## src/rtl/serial_sub_pkg.sv

```systemverilog
// Shared types and defaults for the bit-serial subtractor.
package serial_sub_pkg;

    localparam int SUB_WIDTH_DEF = 8;

    typedef enum logic [1:0] {
        IDLE = 2'd0,
        RUN  = 2'd1,
        DONE = 2'd2
    } sub_state_e;

endpackage

```

## src/rtl/full_subtractor.sv

```systemverilog
// One-bit full-subtractor cell: d = a - b - bin, with the outgoing borrow.
module full_subtractor (
    input  logic a,
    input  logic b,
    input  logic bin,
    output logic d,
    output logic bout
);

    assign d    = a ^ b ^ bin;
    assign bout = (~a & b) | (~(a ^ b) & bin);

endmodule

```

## src/rtl/serial_subtractor.sv

```systemverilog
// Bit-serial A - B, LSB first, one full-subtractor cell plus a registered borrow.
// Optional signed-overflow output is compiled in with SERIAL_SUB_OVF_EN.
module serial_subtractor
    import serial_sub_pkg::*;
#(
    parameter int WIDTH = SUB_WIDTH_DEF
) (
    input  logic             clk,
    input  logic             rst_n,
    input  logic             in_valid,
    output logic             in_ready,
    input  logic [WIDTH-1:0] a,
    input  logic [WIDTH-1:0] b,
    output logic             out_valid,
    input  logic             out_ready,
    output logic [WIDTH-1:0] diff,
    output logic             borrow_out
`ifdef SERIAL_SUB_OVF_EN
    ,
    output logic             overflow
`endif
);

    localparam int CNT_W = $clog2(WIDTH + 1);

    sub_state_e         state_q, state_d;
    logic [WIDTH-1:0]   a_q, a_d;
    logic [WIDTH-1:0]   b_q, b_d;
    logic [WIDTH-1:0]   res_q, res_d;
    logic               br_q, br_d;
    logic [CNT_W-1:0]   cnt_q, cnt_d;
    logic               borrow_q, borrow_d;
    logic               in_ready_q, in_ready_d;
    logic               out_valid_q, out_valid_d;
    logic               bit_d_s;
    logic               bit_bout_s;
`ifdef SERIAL_SUB_OVF_EN
    logic               a_msb_q, a_msb_d;
    logic               b_msb_q, b_msb_d;
    logic               ovf_q, ovf_d;
`endif

    full_subtractor u_cell (
        .a    (a_q[0]),
        .b    (b_q[0]),
        .bin  (br_q),
        .d    (bit_d_s),
        .bout (bit_bout_s)
    );

    // Next-state logic for the FSM, datapath shifts and handshake flags.
    always_comb begin
        state_d     = state_q;
        a_d         = a_q;
        b_d         = b_q;
        res_d       = res_q;
        br_d        = br_q;
        cnt_d       = cnt_q;
        borrow_d    = borrow_q;
        in_ready_d  = in_ready_q;
        out_valid_d = out_valid_q;
`ifdef SERIAL_SUB_OVF_EN
        a_msb_d     = a_msb_q;
        b_msb_d     = b_msb_q;
        ovf_d       = ovf_q;
`endif
        case (state_q)
            IDLE: begin
                if (in_valid) begin
                    a_d        = a;
                    b_d        = b;
                    br_d       = 1'b0;
                    cnt_d      = {CNT_W{1'b0}};
                    in_ready_d = 1'b0;
                    state_d    = RUN;
`ifdef SERIAL_SUB_OVF_EN
                    a_msb_d    = a[WIDTH-1];
                    b_msb_d    = b[WIDTH-1];
`endif
                end else begin
                    state_d = IDLE;
                end
            end
            RUN: begin
                a_d   = {1'b0, a_q[WIDTH-1:1]};
                b_d   = {1'b0, b_q[WIDTH-1:1]};
                res_d = {bit_d_s, res_q[WIDTH-1:1]};
                br_d  = bit_bout_s;
                // Compare before incrementing so the counter never reaches WIDTH.
                if (cnt_q == CNT_W'(WIDTH - 1)) begin
                    borrow_d    = bit_bout_s;
                    out_valid_d = 1'b1;
                    state_d     = DONE;
`ifdef SERIAL_SUB_OVF_EN
                    ovf_d       = (a_msb_q != b_msb_q) && (bit_d_s != a_msb_q);
`endif
                end else begin
                    cnt_d = cnt_q + CNT_W'(1);
                end
            end
            DONE: begin
                if (out_ready) begin
                    out_valid_d = 1'b0;
                    in_ready_d  = 1'b1;
                    state_d     = IDLE;
                end else begin
                    state_d = DONE;
                end
            end
            default: begin
                state_d     = IDLE;
                in_ready_d  = 1'b1;
                out_valid_d = 1'b0;
            end
        endcase
    end

    // State and datapath registers; reset aborts any operation in flight.
    always_ff @(posedge clk or negedge rst_n) begin
        if (!rst_n) begin
            state_q     <= IDLE;
            a_q         <= {WIDTH{1'b0}};
            b_q         <= {WIDTH{1'b0}};
            res_q       <= {WIDTH{1'b0}};
            br_q        <= 1'b0;
            cnt_q       <= {CNT_W{1'b0}};
            borrow_q    <= 1'b0;
            in_ready_q  <= 1'b1;
            out_valid_q <= 1'b0;
`ifdef SERIAL_SUB_OVF_EN
            a_msb_q     <= 1'b0;
            b_msb_q     <= 1'b0;
            ovf_q       <= 1'b0;
`endif
        end else begin
            state_q     <= state_d;
            a_q         <= a_d;
            b_q         <= b_d;
            res_q       <= res_d;
            br_q        <= br_d;
            cnt_q       <= cnt_d;
            borrow_q    <= borrow_d;
            in_ready_q  <= in_ready_d;
            out_valid_q <= out_valid_d;
`ifdef SERIAL_SUB_OVF_EN
            a_msb_q     <= a_msb_d;
            b_msb_q     <= b_msb_d;
            ovf_q       <= ovf_d;
`endif
        end
    end

    assign in_ready   = in_ready_q;
    assign out_valid  = out_valid_q;
    assign diff       = res_q;
    assign borrow_out = borrow_q;
`ifdef SERIAL_SUB_OVF_EN
    assign overflow   = ovf_q;
`endif

endmodule

```

## config.mk

```make
export PLATFORM = sky130hd
export DESIGN_NAME = serial_subtractor
export DESIGN_NICKNAME = d
export VERILOG_FILES = /design/src/rtl/serial_sub_pkg.sv /design/src/rtl/full_subtractor.sv /design/src/rtl/serial_subtractor.sv
export SDC_FILE = /design/constraint.sdc
export NUM_CORES = 1
export LEC_CHECK = 0
export CORE_MARGIN = 3
export CORE_UTILIZATION = 51
export DETAILED_ROUTE_END_ITERATION = 8
export PLACE_DENSITY = 0.88
export SLEW_MARGIN = 20
export SYNTH_ARGS = -nofsm -noshare
export SYNTH_HDL_FRONTEND = slang
export SYNTH_SLANG_ARGS = --single-unit
export TNS_END_PERCENT = 50
```

## constraint.sdc

```tcl
create_clock -name clk -period 1.6 [get_ports clk]
set_input_delay 0.32 -clock clk [delete_from_list [all_inputs] [get_ports clk]]
set_output_delay 0.32 -clock clk [all_outputs]
set_load 0.005 [all_outputs]
```

Word level (Yosys, flattened, before mapping)
Index checks and enable logic that the tools add are counted.

storage, ports and cells
  register bits after elaboration = 34
  input bits = 20
  output and inout bits = 11
  word-level logic and storage cells = 51

operators by class
  add/subtract/negate cells = 1
  equal/unequal tests = 7
  muxes and demuxes = 18
  bitwise gates (word level) = 9
  reduce and logical (&&, ||, !) cells = 7

operators by type and width
  cell                                                             count
  8-bit case mux with 2 select lines                               2
  8-bit two-way mux                                                2
  3-bit AND reduction                                              3
  4-bit two-way mux                                                2
  2-bit inequality test, second input constant                     4
  4-bit case mux with 2 select lines                               1
  1-bit case mux with 3 select lines                               2
  2-bit case mux with 3 select lines                               1
  1-bit two-way mux                                                5
  4-bit by 1-bit adder with 4-bit output, second input constant    1
  4-bit by 3-bit == test with 1-bit output, second input constant  1
  2-bit two-way mux                                                2
  1-bit inverter                                                   4
  2-bit AND reduction                                              2
  1-bit bitwise AND                                                2
  2-bit by 1-bit == test with 1-bit output, second input constant  1
  2-bit == test, second input constant                             1
  2-bit logical NOT                                                1
  1-bit case mux with 2 select lines                               1
  2-bit nonzero test                                               1
  1-bit bitwise XOR                                                2
  1-bit bitwise OR                                                 1

Longest topological paths before layout
Gate-level depths: netlist of the first run.

  depth after elaboration = 5
  depth in mapped cells = 5
  depth with buffers taken out = 4

By module
Synthesis of the first run repeated with hierarchy kept, for this count alone.

unflattened totals
  cells, all modules = 156
  area total of the unflattened synthesis = 1681.6 um^2

by module, submodules not included
  module             instances  cells each  area an instance (um^2)
  serial_subtractor  1          152         1650.3
  full_subtractor    1          4           31.3

Worst setup path before layout of the first run
OpenSTA, ideal clock, no wires.

  path kind = register to register
  start point = register cnt_q[0]
  end point = register cnt_q[1]
  arrival = 1273 ps
  path slack = 203 ps
  cell stages (with the launch flop) = 5
  path buffers = 0
  cells stage by stage = dfrtp_1 -> ha_1 -> and3b_1 -> and3_1 -> a211o_1

on the way
  word-level cells in the longest chain between the ends = 3
  elaborated cells between the ends (all ways) = 6

RTL lines
  what                                                                                                RTL line                                          RTL
  start, declared                                                                                     serial_subtractor.sv:31                           logic [CNT_W-1:0] cnt_q, cnt_d;
  start signal, assigned                                                                              serial_subtractor.sv:126                          cnt_q <= {CNT_W{1'b0}};
  start signal, assigned                                                                              serial_subtractor.sv:141                          cnt_q <= cnt_d;
  4-bit by 1-bit adder with 4-bit output or 4-bit by 3-bit == test with 1-bit output (tied branches)  serial_subtractor.sv:98, serial_subtractor.sv:90
  4-bit two-way mux or 2-bit inequality test (tied branches)                                          --
  4-bit case mux with 2 select lines or 3-bit AND reduction (tied branches)                           --

Several ways; a longest one is shown, not always the timed one. The select of a mux whose other input is x is not followed.
A chain may end at the register's enable or synchronous reset.

Final worst setup path of the first run
  start point = register res_q[1] (netlist: diff[1])
  end point = output diff[1]

RTL lines
  what                    RTL line                  RTL
  start, declared         serial_subtractor.sv:29   logic [WIDTH-1:0] res_q, res_d;
  start signal, assigned  serial_subtractor.sv:124  res_q <= {WIDTH{1'b0}};
  start signal, assigned  serial_subtractor.sv:139  res_q <= res_d;
  end, declared           serial_subtractor.sv:16   output logic [WIDTH-1:0] diff,

No word-level cell between the ends.

==> results of run 1 <==
registers in the layout, indices dropped and copies added, names as in the netlist:
signal / cells
a_q: 8
b_q: 8
borrow_out: 1
br_q: 1
cnt_q: 4
diff: 8
in_ready: 1
out_valid: 1
state_q: 2
final timing paths:
check / start / to / cells past startpoint
setup / recovery: diff[1] / diff[1] / 1
hold / removal: rst_n / diff[6] / 2
setup reg to reg: cnt_q[0] / cnt_q[1] / 4
hold reg to reg: diff[0] / diff[0] / 2
max in group asynchronous: rst_n / in_ready / 2
min in group clk: diff[0] / diff[0] / 2
through the flow:
step / setup slack, ns / total power, W / hold WS [ns] / cells / utilization
floorplan: 0.2034 / 0.002272 / 0.02441 / 175 / -
global placement: 0.08263 / 0.002753 / 0.4608 / 246 / 0.6903
detailed placement: 0.02037 / 0.002842 / 0.4699 / 246 / 0.6903
CTS: 0.004118 / 0.003476 / 0.3265 / 255 / 0.7194
global route: 0.0002337 / 0.003775 / 0.3285 / 258 / 0.7338
finish: 0.05711 / 0.003491 / 0.3130 / 258 / 0.7338
power by group through the flow:
stage               registers, W  logic (W)  clock network [W]
floorplan                0.00144   0.000832                  0
global placement         0.00147    0.00128                  0
detailed placement       0.00150    0.00134                  0
CTS                      0.00148    0.00136           0.000638
global route             0.00152    0.00158           0.000675
finish                   0.00147    0.00139           0.000627
area by class of cell:
type / instances / area [um^2]
Clock inverter: 3 / 40.04
Inverter: 5 / 18.77
Timing Repair Buffer: 44 / 434.2
Multi-Input combinational cell: 125 / 674.4
Fill cell: 225 / 765.7
Tap cell: 42 / 52.55
Sequential cell: 34 / 853.3
Clock buffer: 5 / 37.54
cells by family after synthesis:
group,count (synthesis)
AOI/OAI and AO/OA,43
adders and majority gates,2
buffers and inverters,16
DFF,34
muxes,1
and+or+nand+nor,79
metal layers:
metal  vias up  wire, um  share of wire  GRT usage
li1        667         -              -          -
met1       658      1454           0.42     0.2125
met2        34      1745           0.51     0.3360
met3         7       193          0.056    0.07027
met4         0        62          0.018    0.09945
met5         -         0              0          0
layout by cell type, fill, tap and decap left out, types with 2 or more instances in the layout:
cell type         n
nand2_1          47
dfrtp_1          32
clkdlybuf4s50_1  22
a21oi_1          21
o21ai_0          18
and3b_1          15
buf_4            13
dlymetal6s2s_1    7
inv_1             5
clkbuf_4          5
nor2b_1           4
nor2_1            3
nand3_1           3
nand2b_1          2
nor3_1            2
a211o_1           2
clkinv_2          2
timing repair:
action                     in CTS  in global routing
hold buffers                    0                  0
setup endpoints to repair       1                  9
gates resized for setup         1                  8
setup buffers                   1                  3
==> summary.txt, run 1 <==
status: completed
Layout Skew: 0.008404 ns
# diodes: 0
initial antenna violation count: 0
largest area contributor in the netlist: dfrtp_1
CTS buffer count: 5
Comb pwr share: 0.398
EDFF count, synth: 0
Power Internal: 0.002266 W
Worst slew margin: 0.7603
Post-Layout Inst Area: 2111 um^2
Bufs on Longest Clock Path: 2
DPL Wire Length: 2372 um
synthesized instance count: 175
ys async rst share: 1.000
Layout area overhead: 31.18%
DP Area: 1986 um^2
Sink Count: 34
drt first pass iters: 4
Fin. Hold Viols: 0
Placeable Area: 2877 um^2
Net Sw Frac: 0.3510
YS warnings: 0
Die X-Extent: 62.17 um
CTS tree: built
Sw Pwr: 0.001225 W
Pwr Density: 1654 nW/um^2
register bit total from synthesis: 34
layout cells sized above 1: 0.1157
vias in the first global route: 1,414
setup TNS: 0 ns
grt ovf: 0
final WL: 3455 um
final setup violation count: 0
Synth Area in Compound Gates: 0.1439
count leader, synth: nand2_1
Syn Nets: 197
sequential share of the synthesized area: 0.5295
CP bufs+invs: 1
GPL Wtd Cong: 0.8234
CP delay by family, top: buffers and inverters
num rows: 19
worst hold path type: input port to async pin
Peak VDD IR: 932.6 uV
Worst Tran Pin Value: 0.3594 ns
max-slew violations: 0
xor/xnor cell area share of the yosys netlist: 0
Mapped Area: 1609 um^2
Iter 0 DRT Violations: 58
simple-gate share of the synthesized area: 0.2488
mux contribution to synthesized area: 0.006221
global-route wire length before repair: 5934 um
Synth Flop Type: dfrtp_1
initial core utilization: 0.5594
DRT antenna net count: 0
register share of total power: 0.422
clock network power share: 0.180
Clock Tree Root: clkbuf_4
Synth area leaders: dfrtp_1 (51%), nand2_1 (11%), and3b_1 (8.2%)
top cell type's share of synthesized area: 0.5132
top cells by count, synth: nand2_1 (47), dfrtp_1 (33), a21oi_1 (21), o21ai_0 (18), and3b_1 (15)
CP required: 1.28 ns
Vias: 1,366
CP cell instances: clkdlybuf4s50_1
All-Layer GR Usage: 0.1957
Worst Setup Start Kind: flop
adder and majority gate portion of the synthesized area: 0.02022
leakage: 1.118 nW
Crit Path Class: flop to primary output
Worst-path clk slew: 0.10 ns
slowest stage cell, crit path: clkdlybuf4s50_1
max-cap violations: 0
io pins: 31
Crit. End Element: primary output
Avg Inst Size Synth: 9.195 um^2
CTS H-Tree Depth: 2
worst skew pair latency: 0.36 ns
fmax: 0.6481 GHz
Via-to-Cell Ratio: 5.295
WP data arrival: 1.22 ns
Reg2Reg Setup Slack: 0.10 ns
DIE HEIGHT: 62.17 um
nets@finish: 237
period utilization: 0.9643
IO buf count: 30
Yosys cell types: 25
wire per inst: 13.39 um
Period minus WS final: 1.543 ns
unrepaired setup endpoints after global routing: false
largest net degree at the start of global routing: 35
DR DRC count: 0
Die ar.: 3865 um^2
CP max FO: 2
Worst path max stage delay: 0.50 ns
largest family of logic cells by synthesized area: simple AND/OR/NAND/NOR gates
(Power assumes the default switching activity.)
==> inputs of run 2 (changes only) <==
--- a/config.mk
+++ b/config.mk
@@ -5,10 +5,12 @@
 export SDC_FILE = /design/constraint.sdc
 export NUM_CORES = 1
 export LEC_CHECK = 0
+export CAP_MARGIN = 20
 export CORE_MARGIN = 3
 export CORE_UTILIZATION = 51
 export DETAILED_ROUTE_END_ITERATION = 8
-export PLACE_DENSITY = 0.88
+export MAX_ROUTING_LAYER = met4
+export PLACE_DENSITY = 0.77
 export SLEW_MARGIN = 20
 export SYNTH_ARGS = -nofsm -noshare
 export SYNTH_HDL_FRONTEND = slang
==> run 2 against run 1 <==
Against the previous run: critical path depth is the same; worst setup slack gained 0.0071 ns; clock skew shrank 0.0011 ns; utilization shrank 0.74 points; sequential share of layout area grew 0.35 points; clock-buffer cell count grew 2; sequential power is essentially flat; final cell count shrank 0.39%; non-clock buffer count shrank 1; power shrank 4.5%; routed wire length shrank 7.4%.
==> summary.txt, run 2 (same netlist as run 1, synthesis figures left out) <==
clock network power share: 0.149 (-0.031)
Peak VDD IR: 1018 uV (+9.1%)
worst hold path type: input port to async pin
Worst R2R Path Depth: 4 (unchanged)
r2r startpoint: cnt_q[0]
drt first pass iters: 4 (unchanged)
grt ovf: 0 (unchanged)
largest net degree at the start of global routing: 35 (unchanged)
DPL Wire Length: 2278 um (-4.0%)
# diodes: 0 (unchanged)
global-route wire length before repair: 5533 um (-6.8%)
fmax: 0.6511 GHz (+0.46%)
Net Sw Frac: 0.3543 (+0.003327)
final WL: 3201 um (-7.4%)
Worst slew margin: 0.7131 (-0.04713)
period utilization: 0.9599 (-0.004434)
CP cell instances: clkdlybuf4s50_1
Iter 0 DRT Violations: 52 (-10%)
setup TNS: 0 ns (unchanged)
Die X-Extent: 62.17 um (unchanged)
Reg2Reg Setup Slack: 0.09 ns (about the same)
wire per inst: 12.46 um (-7.0%)
max-slew violations: 0 (unchanged)
CTS H-Tree Depth: 2 (unchanged)
hold_ws: 0.3444 ns (+0.03139 ns)
DRT antenna net count: 0 (unchanged)
GPL Wtd Cong: 0.8349 (+1.4%)
hold_buf cts: 0 (unchanged)
layout cells sized above 1: 0.1023 (-0.01342)
final setup violation count: 0 (unchanged)
Power Total: 0.003334 W (-4.5%)
leakage: 1.071 nW (-4.2%)
DR DRC count: 0 (unchanged)
CP max FO: 3 (+1)
commonest non-fill, non-tap cell in the layout: nand2_1
Power Internal: 0.002153 W (-5.0%)
CP bufs+invs: 1 (unchanged)
Fill cells: 222 (-1.3%)
WP data arrival: 1.22 ns (about the same)
Post-Layout Inst Area: 2090 um^2 (-1.0%)
io pins: 31 (unchanged)
Vias: 1,314 (-3.8%)
Crit. End Element: primary output
Crit Path Class: flop to primary output
Pwr Density: 1596 nW/um^2 (-3.5%)
IO buf count: 30 (unchanged)
CP required: 1.28 ns (about the same)
Worst-path clk slew: 0.10 ns (about the same)
Die ar.: 3865 um^2 (unchanged)
num rows: 19 (unchanged)
register share of total power: 0.444 (+0.022)
Sw Pwr: 0.001181 W (-3.6%)
Worst path max stage delay: 0.51 ns (about the same)
Period minus WS final: 1.536 ns (-0.007094 ns)
status: completed
Via-to-Cell Ratio: 5.113 (-3.4%)
worst skew pair latency: 0.34 ns (-0.02 ns)
Fin. Hold Viols: 0 (unchanged)
CP delay by family, top: buffers and inverters
DIE HEIGHT: 62.17 um (unchanged)
slowest stage cell, crit path: clkdlybuf4s50_1
max-cap violations: 0 (unchanged)
Bufs on Longest Clock Path: 2 (unchanged)
Sink Count: 34 (unchanged)
vias in the first global route: 1,287 (-9.0%)
dpl cells: 246 (unchanged)
Comb pwr share: 0.407 (+0.009)
commonest cells after routing, fill and taps aside: nand2_1 (47), dfrtp_1 (33), clkdlybuf4s50_1 (25), a21oi_1 (21), o21ai_0 (18)
Worst Tran Pin Value: 0.4303 ns (+0.07094 ns)
All-Layer GR Usage: 0.1851 (-0.01068)
Layout area overhead: 29.86%
CTS tree: built
Finished Layout Cells: 257 (-0.39%)
nets@finish: 236 (-0.42%)
worst r2r dst: cnt_q[1]
initial core utilization: 0.5594 (unchanged)
Layout Skew: 0.007265 ns (-0.001139 ns)
Clock Tree Root: clkbuf_4
Placeable Area: 2877 um^2 (unchanged)
CTS buffer count: 5 (unchanged)
unrepaired setup endpoints after global routing: false
DP Area: 1998 um^2 (+0.63%)
Worst Setup Start Kind: flop
initial antenna violation count: 0 (unchanged)
run 2: cell count changes in the layout (fill, tap and decap cells not counted), sizes merged:
| cell | before | now |
|---|---|---|
| dlymetal6s2s | 7 | 4 |
| clkinv | 2 | 1 |
| clkdlybuf4s50 | 22 | 25 |
| bufinv | 1 | 0 |
| clkbuf | 5 | 7 |
| buf | 14 | 13 |
run 2: cell type report:
cell class	instances	area [um^2]	share of cell area
inverter	5	18.77	0.008982
sequential	34	852.1	0.4078
multi-input combinational	125	674.4	0.3228
tap	42	52.55	0.02515
timing repair buffer	43	431.7	0.2066
clock buffer	7	55.05	0.02635
clock inverter	1	5.005	0.002395
run 2: what timing repair did:
item	in CTS	in global routing
buffers inserted	0	3
endpoints found under the setup margin	1	6
hold endpoints to repair	0	0
resized for setup	1	4
run 2: power by group through the flow:
stage	Sequential [W]	Clock, W	Combinational, W
after detailed placement	0.00150	0	0.00134
after CTS	0.00149	0.000515	0.00133
after global routing	0.00153	0.000550	0.00155
after floorplan	0.00144	0	0.000832
final	0.00148	0.000496	0.00136
after global placement	0.00148	0	0.00129
run 2: layer usage:
| layer | global-route usage | up-vias | routed length [um] |
|---|---|---|---|
| met1 | 0.2033 | 620 | 1502 |
| met3 | 0.05946 | 8 | 133 |
| met5 | - | - | 0 |
| met4 | 0.08564 | 0 | 69 |
| met2 | 0.3065 | 24 | 1495 |
| li1 | - | 662 | - |
run 2: how the worst max path moves through the flow:
| stage | startpoint | end | cells after the start |
|---|---|---|---|
| floorplan | cnt_q[0] | cnt_q[1] | 4 |
| global placement | in_valid | a_q[7] | 5 |
| detailed placement | in_valid | b_q[7] | 5 |
| CTS | diff[5] | diff[5] | 1 |
| global route | diff[6] | diff[6] | 1 |
| finish | diff[6] | diff[6] | 1 |
run 2: stage by stage:
step,setup slack (ns),util
2_1_floorplan,0.2034,-
3_3_place_gp,0.1040,0.6947
3_5_place_dp,0.003024,0.6947
4_1_cts,0.02558,0.7151
5_1_grt,0.006258,0.7264
6_report,0.06420,0.7264
